[src/rtl/seq_divider.sv]
`default_nettype none
// ============================================================================
//  Module      : seq_divider
//  Description : Iterative restoring unsigned divider. Divides an NUM_W-bit
//                dividend by a DEN_W-bit divisor, one quotient bit per clock,
//                behind a start/done handshake.
//  Revision    : 1.0 - initial release
// ----------------------------------------------------------------------------
//  Parameters
//    NUM_W       dividend / quotient width (default 32)
//    DEN_W       divisor / remainder width (default 16), DEN_W <= NUM_W
//  Ports
//    clk         clock, rising edge
//    rst         asynchronous active-high reset
//    start       request, sampled only while busy is low
//    dividend    unsigned dividend, sampled on the accepting edge
//    divisor     unsigned divisor, sampled on the accepting edge
//    quotient    registered quotient
//    remainder   registered remainder
//    done        one-cycle pulse, results valid
//    busy        high while iterating
//    div_by_zero qualifies the current result
//  Configuration
//    SEQ_DIVIDER_EARLY_EXIT_EN : when defined, a dividend smaller than a
//    non-zero divisor finishes on the accept edge (quotient 0).
// ============================================================================
module seq_divider #(
    parameter int NUM_W = 32,
    parameter int DEN_W = 16
) (
    input  logic             clk,
    input  logic             rst,
    input  logic             start,
    input  logic [NUM_W-1:0] dividend,
    input  logic [DEN_W-1:0] divisor,
    output logic [NUM_W-1:0] quotient,
    output logic [DEN_W-1:0] remainder,
    output logic             done,
    output logic             busy,
    output logic             div_by_zero
);

    localparam int         c_cnt_w   = (NUM_W > 1) ? $clog2(NUM_W) : 1;
    localparam logic [c_cnt_w-1:0] c_last = c_cnt_w'(NUM_W - 1);

    localparam logic [1:0] c_st_idle = 2'd0;
    localparam logic [1:0] c_st_run  = 2'd1;
    localparam logic [1:0] c_st_done = 2'd2;

    logic [1:0]         r_state;
    logic [1:0]         w_state_next;
    logic [c_cnt_w-1:0] r_count;
    // Dividend bits shift out of the MSB while quotient bits shift in at the
    // LSB, so one register serves both roles.
    logic [NUM_W-1:0]   r_work;
    logic [DEN_W-1:0]   r_divisor;
    // The partial remainder is always below the divisor between iterations,
    // so DEN_W bits suffice; the extra bit only exists in the shifted value.
    logic [DEN_W-1:0]   r_prem;
    logic [NUM_W-1:0]   r_quotient;
    logic [DEN_W-1:0]   r_remainder;
    logic               r_dbz;

    logic               w_accept;
    logic               w_div_zero;
    logic               w_early;
    logic [DEN_W:0]     w_shifted;
    logic               w_ge;
    logic [DEN_W-1:0]   w_diff;
    logic [DEN_W-1:0]   w_prem_next;
    logic [NUM_W-1:0]   w_work_next;

    assign w_accept   = start && ((r_state == c_st_idle) || (r_state == c_st_done));
    assign w_div_zero = (divisor == '0);

`ifdef SEQ_DIVIDER_EARLY_EXIT_EN
    assign w_early = !w_div_zero && (dividend < NUM_W'(divisor));
`else
    assign w_early = 1'b0;
`endif

    // One restoring step: bring in the next dividend bit, trial-subtract.
    assign w_shifted   = {r_prem, r_work[NUM_W-1]};
    assign w_ge        = (w_shifted >= {1'b0, r_divisor});
    // When w_ge holds the difference is below the divisor, so the dropped MSB
    // is always zero.
    assign w_diff      = w_shifted[DEN_W-1:0] - r_divisor;
    assign w_prem_next = w_ge ? w_diff : w_shifted[DEN_W-1:0];
    assign w_work_next = {r_work[NUM_W-2:0], w_ge};

    // ---------------- state register ----------------
    always_ff @(posedge clk or posedge rst) begin
        if (rst) begin
            r_state <= c_st_idle;
        end else begin
            r_state <= w_state_next;
        end
    end

    // ---------------- next-state logic ----------------
    always_comb begin
        w_state_next = r_state;
        case (r_state)
            c_st_idle, c_st_done: begin
                if (w_accept) begin
                    w_state_next = (w_div_zero || w_early) ? c_st_done : c_st_run;
                end else begin
                    w_state_next = c_st_idle;
                end
            end
            c_st_run: begin
                if (r_count == '0) begin
                    w_state_next = c_st_done;
                end
            end
            default: w_state_next = c_st_idle;
        endcase
    end

    // ---------------- output decode ----------------
    always_comb begin
        done = 1'b0;
        busy = 1'b0;
        case (r_state)
            c_st_run:  busy = 1'b1;
            c_st_done: done = 1'b1;
            default:   ;
        endcase
    end

    // ---------------- datapath ----------------
    always_ff @(posedge clk or posedge rst) begin
        if (rst) begin
            r_count     <= '0;
            r_work      <= '0;
            r_divisor   <= '0;
            r_prem      <= '0;
            r_quotient  <= '0;
            r_remainder <= '0;
            r_dbz       <= 1'b0;
        end else if (w_accept) begin
            r_divisor <= divisor;
            r_work    <= dividend;
            r_prem    <= '0;
            r_count   <= c_last;
            r_dbz     <= w_div_zero;
            if (w_div_zero) begin
                r_quotient  <= '1;
                r_remainder <= dividend[DEN_W-1:0];
            end else if (w_early) begin
                r_quotient  <= '0;
                r_remainder <= dividend[DEN_W-1:0];
            end
        end else if (r_state == c_st_run) begin
            r_work  <= w_work_next;
            r_prem  <= w_prem_next;
            r_count <= r_count - 1'b1;
            // Results become visible only once the last bit is resolved.
            if (r_count == '0) begin
                r_quotient  <= w_work_next;
                r_remainder <= w_prem_next;
            end
        end
    end

    assign quotient    = r_quotient;
    assign remainder   = r_remainder;
    assign div_by_zero = r_dbz;

endmodule
`default_nettype wire

[config.mk]
export PLATFORM = sky130hd
export DESIGN_NAME = seq_divider
export DESIGN_NICKNAME = d
export VERILOG_FILES = /design/src/rtl/seq_divider.sv
export SDC_FILE = /design/constraint.sdc
export NUM_CORES = 1
export LEC_CHECK = 0
export ABC_AREA = 1
export BUFFER_PORTS_ARGS = -buffer_cell sky130_fd_sc_hd__buf_4
export CAP_MARGIN = 15
export CELL_PAD_IN_SITES_DETAIL_PLACEMENT = 0
export CELL_PAD_IN_SITES_GLOBAL_PLACEMENT = 1
export CORE_MARGIN = 2
export CORE_UTILIZATION = 45
export CTS_BUF_LIST = sky130_fd_sc_hd__clkbuf_8 sky130_fd_sc_hd__clkbuf_16
export DETAILED_ROUTE_END_ITERATION = 10
export PLACE_DENSITY_LB_ADDON = 0.3
export SETUP_SLACK_MARGIN = 0.5
export SYNTH_ARGS = -nofsm -noshare
export SYNTH_HDL_FRONTEND = slang
export SYNTH_SLANG_ARGS = --single-unit
[constraint.sdc]
create_clock -name clk -period 10.6 [get_ports clk]
set_input_delay 1.06 -clock clk [delete_from_list [all_inputs] [get_ports clk]]
set_output_delay 1.06 -clock clk [all_outputs]
set_load 0.005 [all_outputs]
# --- Word-level counts from Yosys, hierarchy flattened ---
# Index checks and enable logic that the tools add are counted.
classes:
  n_addsub: 2
  order_cmp: 1
  eq_ne: 4
  n_mux: 21
  n_reduce_logical: 9
op_table:
  columns: ["op", "count"]
  rows:
  - ["$mux W32", 6]
  - ["$mux W16", 7]
  - ["$ge A17 B16 Y1", 1]
  - ["$logic_not A16 Y1", 1]
  - ["$sub A16 B16 Y16", 1]
  - ["$mux W5", 2]
  - ["$mux W2", 3]
  - ["$logic_not A5 Y1", 1]
  - ["$sub A5 B1 Y5 const B", 1]
  - ["$pmux W2 S2", 1]
  - ["$reduce_bool A2 Y1", 2]
  - ["$reduce_and A3 Y1", 1]
  - ["$eq A2 B1 Y1 const B", 1]
  - ["$eq A2 B2 Y1 const B", 1]
  - ["$logic_not A2 Y1", 1]
  - ["$mux W1", 2]
  - ["$ne A2 B1 Y1 const B", 1]
  - ["$ne A2 B2 Y1 const B", 1]
  - ["$reduce_or A2 Y1", 1]
  - ["$logic_and A1 B1 Y1", 1]
  - ["$logic_or A1 B1 Y1", 1]
totals:
  ff_bits: 120
  input_bits: 51
  out_inout_bits: 51
  wordCells: 45

# --- Depth between registers and ports, before layout ---
logic_depth:
  depth_word: 5
  mapped_depth: 15

# --- Worst setup path after synthesis ---
# OpenSTA, ideal clock, no wires.
synth_path:
  path_kind: "input to register"
  from: "in divisor[15]"
  to: "reg r_remainder[0], in the netlist remainder[0]"
  setup_time_ps: 113
  arrival_time_ps: 2059
  t_required_ps: 10487
  setup_slack_ps: 8428
  cell_stages: 11
  n_path_buf: 1
  path_cell_list: "inv_1 > nand4_1 > nor2_1 > nand2_1 > nor2_1 > nor2_2 > inv_2 > buf_2 > or2_2 > nand2_1 > inv_1"
synth_via:
  elab_chain_len: 3
synth_lines:
  columns: ["element", "line_no", "rtl"]
  rows:
  - ["start, declared", "35", "input logic [DEN_W-1:0] divisor,"]
  - ["$logic_not A16 Y1", "74", "assign w_div_zero = (divisor == '0);"]
  - ["$ne A2 B1 Y1 (no source line)", null, null]
  - ["$reduce_and A3 Y1 (no source line)", null, null]
  - ["end signal, assigned", "149", "r_remainder <= dividend[DEN_W-1:0];"]
  - ["end signal, assigned", "152", "r_remainder <= dividend[DEN_W-1:0];"]
  - ["end signal, assigned", "161", "r_remainder <= w_prem_next;"]
  - ["end, declared", "61", "logic [DEN_W-1:0] r_remainder;"]
# Every way passes these cells.
# A chain may end at the register's enable or synchronous reset.

# --- Worst setup path in the final report ---
layout_path:
  from: "in start"
  to: "reg r_remainder[2], in the netlist remainder[2]"
layout_via:
  elab_chain_len: 3
layout_lines:
  columns: ["element", "line_no", "rtl"]
  rows:
  - ["start, declared", "33", "input logic start,"]
  - ["$logic_and A1 B1 Y1 *", "73", "assign w_accept = start && ((r_state == c_st_idle) || (r_state == c_st_done));"]
  - ["$ne A2 B1 Y1 (no source line) or $reduce_bool A2 Y1 (tied branches)", null, null]
  - ["$reduce_and A3 Y1 (no source line)", null, null]
# Every way passes the cells marked *; elsewhere a longest branch is shown, timed or not.

==> summary.txt <==
outcome: complete, no violations
Post-CTS Setup Inserts: 0
vias per cell: 4.936
sequential power share: 28.1%
Iter 0 DRT Violations: 391
global-route wire length before repair: 27.28 mm
Cell Rows: 44
Hold Path Class: reg2reg
Ports: 102
largest net degree at the start of global routing: 101
Root Buffer: clkbuf_16
flops & latches, synth: 120
antenna fix cells: 0
Post-synth EDFFs: 0
most common cell in the synthesized netlist: nand2_1
relative slew slack: 37.73%
slowest CP cell: buf_4
Clk pwr share: 19.9%
Post-Syn Area: 6569 um^2
count of different cell masters after synthesis: 35
clock buffer depth: 2
Mapped Avg Cell Area: 7.603 um^2
gr usage total: 21.86%
total gr overflow: 0
chip width: 124.8 um
Worst path max stage delay: 0.68 ns
hold buffers post-CTS: 0
Fin. Hold Viols: 0
Placer Congestion: 0.9038
HPWL after DPL: 11.71 mm
required time worst endpoint: 10.92 ns
initial core utilization: 45.54%
Slew @ Worst Pin: 0.9341 ns
Core ar.: 14420 um^2
clk_skew: 0.009462 ns
critical path arrival: 3.48 ns
clk_lat worst skew: 0.42 ns
Crit Path Category: in2reg
hold wc startpoint: r_divisor[12]
max cap viols: 0
Pint: 1626 uW
initial antenna violation count: 0
IO buf count: 101
P&R area growth vs syn: 22.25%
first drt pass iteration count: 4
WL/cell: 14.21 um
Comb power frac: 52.0%
Top FF cell, synth: dfrtp_1
Pwr Density: 358.9 nW/um^2
post-synthesis sequential area ratio: 45.71%
total vias in the final route: 5672
ANT nets after route: 0
post-cts resize count: 0
CP Launch Type: input pin
TritonCTS Sinks: 120
Die Y: 124.8 um
Peak VDD IR: 156.1 uV
number of global-route vias before repair: 5471
yosys warns: 0
Synth top cells by count: 259 x nand2_1, 126 x inv_1, 120 x dfrtp_1
Worst path most repeated cell: buf_4
Net Sw Frac: 43.60%
Syn Nets: 934
asr flop ratio synth: 100.0%
fraction of layout instances using a drive strength above 1: 18.55%
worst-path fanout max: 100
f_max: 315.7 MHz
Psw: 1257 uW
Finish-stage setup viols: 0
DP Cell Count: 1118
worst-path cell chain: buf_4 -> nand2_2 -> buf_4 -> nor2_1 -> nor2_4 -> buf_4 -> inv_2 -> or2_2 -> nand2_1 -> inv_1
CTS tree: yes
Tcrit/Tclk final: 29.88%
synthesized instance count: 864
CP startpoint: start
post-synth top area share: 45.71%
Fin Setup TNS: 0 ns
Final nets: 1023
CP delay by family, top: buffers and inverters
clk slew on worst S/H paths: 0.05 ns
Post-Route WL: 16.33 mm
drt drc: 0
Pleak: 0.004398 uW
crit path time final: 3.167 ns
die area: 15580 um^2
top post-synthesis cells by area: dfrtp_1 46%, nand2_1 15%, inv_1 7.2%, o21ai_0 5.2%, ha_1 3.4%
cts bufs inserted: 17
H-tree levels: 4
RSZ-0062 raised after global routing: no
Synth area leader: dfrtp_1
WP buf/inv: 5
Worst Setup End Kind: flop
Slew Viols, Final: 0
fin cells: 1149
worst r2r src: r_state[0]
final cells by class:
class                   instances  area (um^2)
multi-input cells             572         2895
flip-flops and latches        120         3003
clock inverters                 9        98.84
fillers                      1426         6394
well taps                     184        230.2
inverters                     136        513.0
repair buffers                106        795.8
clock buffers                  22        494.2
kinds of logic (layout without fill, tap and decap cells):
kind of cell | count (synthesis) | after routing | share of synthesized area, %
AND/OR/NAND/NOR | 417 | 417 | 28.46
buffers and inverters | 172 | 273 | 10.32
AO/OA/AOI/OAI | 130 | 130 | 10.97
flip-flops | 120 | 120 | 45.71
adder cells (fa/ha/maj) | 19 | 19 | 3.733
XOR/XNOR | 6 | 6 | 0.8000
metrics by stage:
| stage | instance area (um^2) | hold WS, ns | power, uW | setup slack, ns | util [%] |
|---|---|---|---|---|---|
| 4_1_cts | 8030 | 0.4853 | 2903 | 7.417 | 55.67 |
| 6_report | 8030 | 0.4827 | 2882 | 7.433 | 55.67 |
| 2_1_floorplan | 6569 | 0.4484 | 1896 | 6.354 | - |
| 3_3_place_gp | 7437 | 0.4676 | 2300 | 7.011 | 51.56 |
| 5_1_grt | 8030 | 0.5035 | 3167 | 7.109 | 55.67 |
| 3_5_place_dp | 7437 | 0.4729 | 2318 | 6.997 | 51.56 |
worst register-to-register path, cell delays in order (launching register included):
cell and delay, ns:
dfrtp_1 0.37, inv_2 0.07, nand2_2 0.05, buf_4 0.68, nor2_1 0.25, nor2_4 0.11
buf_4 0.38, inv_2 0.36, or2_2 0.38, nand2_1 0.07, inv_1 0.03
state kept, by name, summed over array words and instances, names as in the netlist:
| name | flops |
|---|---|
| r_divisor | 16 |
| quotient | 32 |
| r_prem | 16 |
| r_work | 32 |
| div_by_zero | 1 |
| remainder | 16 |
| r_count | 5 |
| r_state | 2 |
path summary, 6_finish.rpt:
path	end	slack, ns	depth (start not counted)
setup / recovery	remainder[2]	7.43	10
min in group asynchronous	remainder[10]	0.78	2
hold reg to reg	r_divisor[12]	0.48	2
max in group asynchronous	r_work[21]	8.57	3
setup reg to reg	remainder[2]	7.75	10
hold / removal	r_divisor[12]	0.48	2
cells in the final DEF, fill, tap and decap left out, drive strengths merged:
cell	count
a21oi	42
fa	1
a22o	1
nand4	23
or2	17
nand2	265
xnor2	2
clkinvlp	1
and2	3
ha	18
clkbuf	22
xor2	4
nor2	59
o21ai	68
inv	138
buf	106
a22oi	1
o211ai	1
o21bai	1
dfrtp	120
o221ai	15
nand3	47
nor3	1
bufinv	2
o31ai	1
clkinv	4
or3	1
nand3b	1
power by group through the flow:
stage	Sequential (uW)	Clock (uW)	Combinational, uW
6_report	811	572	1500
5_1_grt	839	601	1730
4_1_cts	811	579	1510
3_5_place_dp	813	0	1510
3_3_place_gp	813	0	1490
2_1_floorplan	785	0	1110
routing by layer:
metal	global-route usage, %	vias up	routed length, um
li1	-	2914	-
met1	31.28	2588	7847
met2	33.14	150	7444
met3	4.983	20	768
met4	6.928	0	271
met5	0	-	0
(Power assumes the default switching activity.)
